File: config.mk
export PLATFORM = sky130hd
export DESIGN_NAME = stopwatch_controller
export DESIGN_NICKNAME = d
export VERILOG_FILES = /design/src/rtl/stopwatch_controller.sv
export SDC_FILE = /design/constraint.sdc
export NUM_CORES = 1
export LEC_CHECK = 0
export ABC_CLOCK_PERIOD_IN_PS = 2910
export BUFFER_PORTS_ARGS = -buffer_cell sky130_fd_sc_hd__buf_4
export CAP_MARGIN = 15
export CORE_ASPECT_RATIO = 0.9
export CORE_MARGIN = 2
export CORE_UTILIZATION = 59
export CTS_CLUSTER_DIAMETER = 120
export CTS_CLUSTER_SIZE = 25
export DETAILED_ROUTE_END_ITERATION = 8
export HOLD_SLACK_MARGIN = 0.02
export PLACE_DENSITY_LB_ADDON = 0.1
export SLEW_MARGIN = 20
export SYNTH_ARGS = -nofsm -noshare
export SYNTH_HDL_FRONTEND = slang
export SYNTH_SLANG_ARGS = --single-unit
File: constraint.sdc
create_clock -name clk -period 2.91 [get_ports clk]
set_input_delay 0.291 -clock clk [delete_from_list [all_inputs] [get_ports clk]]
set_output_delay 0.291 -clock clk [all_outputs]
set_load 0.005 [all_outputs]
File: src/rtl/stopwatch_controller.sv
// stopwatch_controller: MM:SS BCD stopwatch sequencer feeding a 4-digit seven-segment display.
// Define STOPWATCH_LAP_EN to build the lap-freeze snapshot path; otherwise the digits are always live.
module stopwatch_controller #(
  parameter int TICK_DIV = 100_000_000
) (
  input  logic       clk,
  input  logic       reset,
  input  logic       start_stop,
  input  logic       clear,
  input  logic       lap,
  output logic [3:0] sec_dig1,
  output logic [3:0] sec_dig2,
  output logic [3:0] min_dig1,
  output logic [3:0] min_dig2,
  output logic       dp_on,
  output logic       running,
  output logic       wrap,
  output logic       lap_active
);

  localparam int PW = (TICK_DIV > 1) ? $clog2(TICK_DIV) : 1;
  localparam logic [PW-1:0] PRESC_TOP  = PW'(TICK_DIV - 1);
  localparam logic [PW-1:0] PRESC_HALF = PW'(TICK_DIV / 2);

  typedef enum logic [1:0] {
    S_IDLE  = 2'd0,
    S_RUN   = 2'd1,
    S_PAUSE = 2'd2
  } state_t;

  state_t          r_state;
  state_t          w_state_next;
  logic [PW-1:0]   r_presc;
  logic [PW-1:0]   w_presc_next;
  logic            w_tick;
  logic [3:0][3:0] r_cnt;
  logic [3:0][3:0] w_cnt_next;
  logic [3:0]      w_at_lim;
  logic [4:0]      w_carry;
  logic            r_running;
  logic            r_dp;
  logic            r_wrap;
  logic            w_dp_next;
  logic            w_wrap_next;
  logic [3:0][3:0] w_disp;

  always_ff @(posedge clk or negedge reset) begin
    if (!reset) begin
      r_state <= S_IDLE;
    end else begin
      r_state <= w_state_next;
    end
  end

  // clear outranks start_stop; both outrank lap
  always_comb begin
    w_state_next = r_state;
    if (clear) begin
      w_state_next = S_IDLE;
    end else if (start_stop) begin
      case (r_state)
        S_IDLE:  w_state_next = S_RUN;
        S_RUN:   w_state_next = S_PAUSE;
        S_PAUSE: w_state_next = S_RUN;
        default: w_state_next = S_IDLE;
      endcase
    end
  end

  assign w_tick = (r_state == S_RUN) && (r_presc == PRESC_TOP);

  // PAUSE holds the fraction so a resume continues mid-second
  always_comb begin
    w_presc_next = r_presc;
    if (clear || (r_state == S_IDLE)) begin
      w_presc_next = '0;
    end else if (r_state == S_RUN) begin
      w_presc_next = w_tick ? '0 : r_presc + PW'(1);
    end
  end

  // Digit 0 = seconds units ... digit 3 = minutes tens; even digits roll at 9, odd at 5
  for (genvar gi = 0; gi < 4; gi++) begin : g_digit
    localparam logic [3:0] LIM      = ((gi % 2) == 0) ? 4'd9 : 4'd5;
    localparam logic [3:0] LOW_MASK = 4'((1 << gi) - 1);

    assign w_at_lim[gi] = (r_cnt[gi] == LIM);
    assign w_carry[gi]  = w_tick && ((w_at_lim & LOW_MASK) == LOW_MASK);
    assign w_cnt_next[gi] = clear      ? 4'd0 :
                            w_carry[gi] ? (w_at_lim[gi] ? 4'd0 : r_cnt[gi] + 4'd1) :
                                          r_cnt[gi];
  end

  assign w_carry[4]  = w_tick && (&w_at_lim);
  assign w_wrap_next = w_carry[4] && !clear;

  // Status flags are computed from next-state values so they line up with the state register
  assign w_dp_next = (w_state_next == S_PAUSE) ||
                     ((w_state_next == S_RUN) && (w_presc_next >= PRESC_HALF));

  always_ff @(posedge clk or negedge reset) begin
    if (!reset) begin
      r_presc   <= '0;
      r_cnt     <= '0;
      r_running <= 1'b0;
      r_dp      <= 1'b0;
      r_wrap    <= 1'b0;
    end else begin
      r_presc   <= w_presc_next;
      r_cnt     <= w_cnt_next;
      r_running <= (w_state_next == S_RUN);
      r_dp      <= w_dp_next;
      r_wrap    <= w_wrap_next;
    end
  end

`ifdef STOPWATCH_LAP_EN
  logic            r_hold;
  logic [3:0][3:0] r_snap;
  logic [3:0][3:0] r_disp;
  logic            w_lap_eff;
  logic            w_hold_next;
  logic [3:0][3:0] w_snap_next;
  logic [3:0][3:0] w_disp_next;

  assign w_lap_eff   = lap && !clear && !start_stop && (r_state == S_RUN);
  assign w_hold_next = clear ? 1'b0 : (w_lap_eff ? !r_hold : r_hold);
  // The snapshot is the value the live display would have shown on the freezing edge
  assign w_snap_next = (w_lap_eff && !r_hold) ? w_cnt_next : r_snap;
  assign w_disp_next = w_hold_next ? w_snap_next : w_cnt_next;

  always_ff @(posedge clk or negedge reset) begin
    if (!reset) begin
      r_hold <= 1'b0;
      r_snap <= '0;
      r_disp <= '0;
    end else begin
      r_hold <= w_hold_next;
      r_snap <= w_snap_next;
      r_disp <= w_disp_next;
    end
  end

  assign w_disp     = r_disp;
  assign lap_active = r_hold;
`else
  logic w_unused_lap;

  assign w_unused_lap = lap;
  assign w_disp       = r_cnt;
  assign lap_active   = 1'b0;
`endif

  assign sec_dig1 = w_disp[0];
  assign sec_dig2 = w_disp[1];
  assign min_dig1 = w_disp[2];
  assign min_dig2 = w_disp[3];
  assign dp_on    = r_dp;
  assign running  = r_running;
  assign wrap     = r_wrap;

endmodule
==> impl_metrics.csv <==
group,metric,value,unit
clock_network,cts_num_sinks,48,
power,power_leakage,1.375,nW
logic_synthesis,synthArstFlopShare,100.0,%
setup_path,worstPathRequired,3.08,ns
power,vdd_drop_max,359.1,uV
global_route,grt_pass1_vias,2105,
routing,drt_iter0_markers,109,
finish,nNetsFinal,343,
sta,finalCriticalPeriod,2.534,ns
floorplan,dieArea,5372,sq um
clock_network,post_cts_resized,0,
setup_path,reg2reg_to,"dp_on",
logic_synthesis,ys_seq_elements,48,
global_route,antenna_found_initial,0,
finish,fin_util,68.63,%
sta,setup_viol,0,
routing,wl_per_cell,14.11,um
setup_path,path_max_fanout,16,
clock_network,clk_latency,0.29,ns
logic_synthesis,netlist_area,2833,sq um
outcome,status,"completed",
floorplan,core.rowCount,23,
clock_network,clockBufferDepth,2,
logic_synthesis,syn-instance-count,310,
routing,vias,2208,
clock_network,postCtsSetupBuffers,0,
sta,slew-limit-headroom,59.90,%
setup_path,rr_worst_depth,8,
floorplan,die_w,77.04,um
sta,setup-tns-final,0,ns
placed_design,globalplace.congestion,0.7883,
finish,synthToLayoutAreaGrowth,10.16,%
floorplan,fp.coreArea,4547,sq um
run,maxCapViolCount,0,
finish,mostFrequentLayoutCells,"nor2_1 (50), dfrtp_1 (48), buf_4 (25)",
logic_synthesis,yosysWarningCount,0,
setup_path,rrSetupSlack,0.38,ns
routing,drc,0,
routing,viasPerCell,5.633,
finish,diodes,0,
global_route,grt_pass1_wl,9784,um
placed_design,io_buffers,22,
setup_path,critPathLaunch,"r_presc[0]",
sta,hold_violations,0,
logic_synthesis,synth_nets,324,
finish,drive_gt1_share,13.33,%
power,pwr_density_cell,380.7,nW/um^2
sta,worst_pin_slew,0.6015,ns
floorplan,die_y,69.74,um
sta,hold_ws,0.2869,ns
setup_path,critPathKind,"flop to flop",
setup_path,crit_path_end_kind,"flop",
routing,ant_nets,0,
sta,clock_skew,0.006195,ns
power,power.total,1.188,mW
routing,firstDrtPassIters,4,
min_path,worstHoldStart,"clear",
logic_synthesis,synth-edff-count,0,
routing,wl,5532,um
placed_design,dpl.hpwl,3973,um
clock_network,postCtsHoldBufs,1,
logic_synthesis,netlist-cell-type-count,52,
clock_network,cts_inserted_buffers,5,
sta,rsz0062_at_grt,"false",
logic_synthesis,ys.flop_type,"dfrtp_1",
setup_path,cp.arrival,2.70,ns
setup_path,r2r-start,"r_presc[0]",
min_path,hold_path.class,"primary input to flop",
clock_network,clkTransAtPathRegs,0.09,ns
global_route,grt_max_degree,49,
floorplan,io_pins,25,
clock_network,cts_tree,"built",
sta,fmax,394.6,MHz
sta,drv_slew,0,
sta,period_share,87.09,%
global_route,grt.total_usage,22.41,%
setup_path,worst_setup_path_start_kind,"flop",
setup_path,crit_end,"dp_on",
logic_synthesis,syn_avg_cell_area,9.138,sq um
logic_synthesis,ys_seq_area_share,42.40,%
clock_network,cts_root_buffer,"clkbuf_8",
finish,mostFrequentLayoutCell,"nor2_1",
global_route,gr-total-overflow,0,
clock_network,h-tree-depth,2,
floorplan,initial_utilization,62.30,%
## how the worst min path moves through the flow
stage	end	slack [ns]	cells after the start
floorplan	dp_on	-0.005	0
global placement	sec_dig2[3]	0.35	1
detailed placement	sec_dig2[3]	0.35	1
CTS	r_state[1]	0.28	3
global route	r_state[1]	0.29	3
finish	sec_dig2[3]	0.29	2
## metrics by stage
stage / worst slack, ns / std cells / area [sq um]
floorplan: 0.7682 / 310 / 2833
global placement: 0.4396 / 383 / 3020
detailed placement: 0.3971 / 383 / 3020
CTS: 0.3736 / 392 / 3120
global route: 0.2290 / 392 / 3120
finish: 0.3758 / 392 / 3120
## registers in the layout, summed over array words and instances, names as in the netlist
| name | cells |
|---|---|
| wrap | 1 |
| sec_dig1 | 4 |
| min_dig1 | 4 |
| sec_dig2 | 4 |
| min_dig2 | 4 |
| running | 1 |
| r_state | 2 |
| r_presc | 27 |
| dp_on | 1 |
## kinds of logic after synthesis
logic type | synth area share, %
compound gates | 7.730
xor+xnor | 8.657
fa+ha+maj | 3.975
buf+inv | 4.064
flops | 42.40
mux | 2.120
other cells | 0.1324
simple gates | 30.92
## worst max-delay path, stage by stage (launching register included)
cell	delay, ns
dfrtp_1	0.40
ha_1	0.24
nand4b_4	0.16
or3_4	0.39
or3b_1	0.54
nand2_4	0.24
nor2_1	0.09
a311oi_1	0.24
o31ai_1	0.11
## cells in the mapped netlist (all sizes together) (2+ instances only)
| master | instances | share of area [%] |
|---|---|---|
| a21oi | 14 | 2.5 |
| a311oi | 2 | 0.62 |
| and2 | 6 | 1.3 |
| and3 | 9 | 2.0 |
| buf | 8 | 1.9 |
| clkbuf | 6 | 0.79 |
| dfrtp | 48 | 42 |
| ha | 9 | 4.0 |
| inv | 10 | 1.3 |
| mux2i | 6 | 2.1 |
| nand2 | 25 | 3.8 |
| nand2b | 8 | 1.9 |
| nand3 | 10 | 1.9 |
| nand3b | 3 | 0.79 |
| nand4 | 11 | 2.4 |
| nand4b | 3 | 1.5 |
| nor2 | 50 | 6.6 |
| nor2b | 4 | 0.88 |
| nor3 | 9 | 2.0 |
| nor4 | 4 | 1.1 |
| o21ai | 8 | 1.4 |
| o2bb2ai | 2 | 0.62 |
| o31ai | 2 | 0.53 |
| or2 | 2 | 0.44 |
| or3 | 9 | 2.2 |
| xnor2 | 12 | 3.7 |
| xor2 | 16 | 4.9 |
## final cells by class
class / instances / area (sq um)
Clock buffer: 8 / 90.09
Tap cell: 62 / 77.57
Sequential cell: 48 / 1201
Inverter: 10 / 37.54
Multi-Input combinational cell: 238 / 1516
Timing Repair Buffer: 26 / 197.7
Fill cell: 404 / 1426
## metal layers
layer | global-route usage [%] | part of all wire (%)
met5 | 0 | 0
met4 | 5.952 | 1.1
met1 | 33.64 | 51
met2 | 33.63 | 45
met3 | 3.906 | 2.9
## report_power, final
part / internal [mW] / total (mW) / switching [mW]
logic: 0.0346 / 0.0912 / 0.0566
clock network: 0.194 / 0.405 / 0.211
registers: 0.678 / 0.692 / 0.0139
total: 0.907 / 1.19 / 0.281
Note: power is estimated with default switching activity, not from simulation.
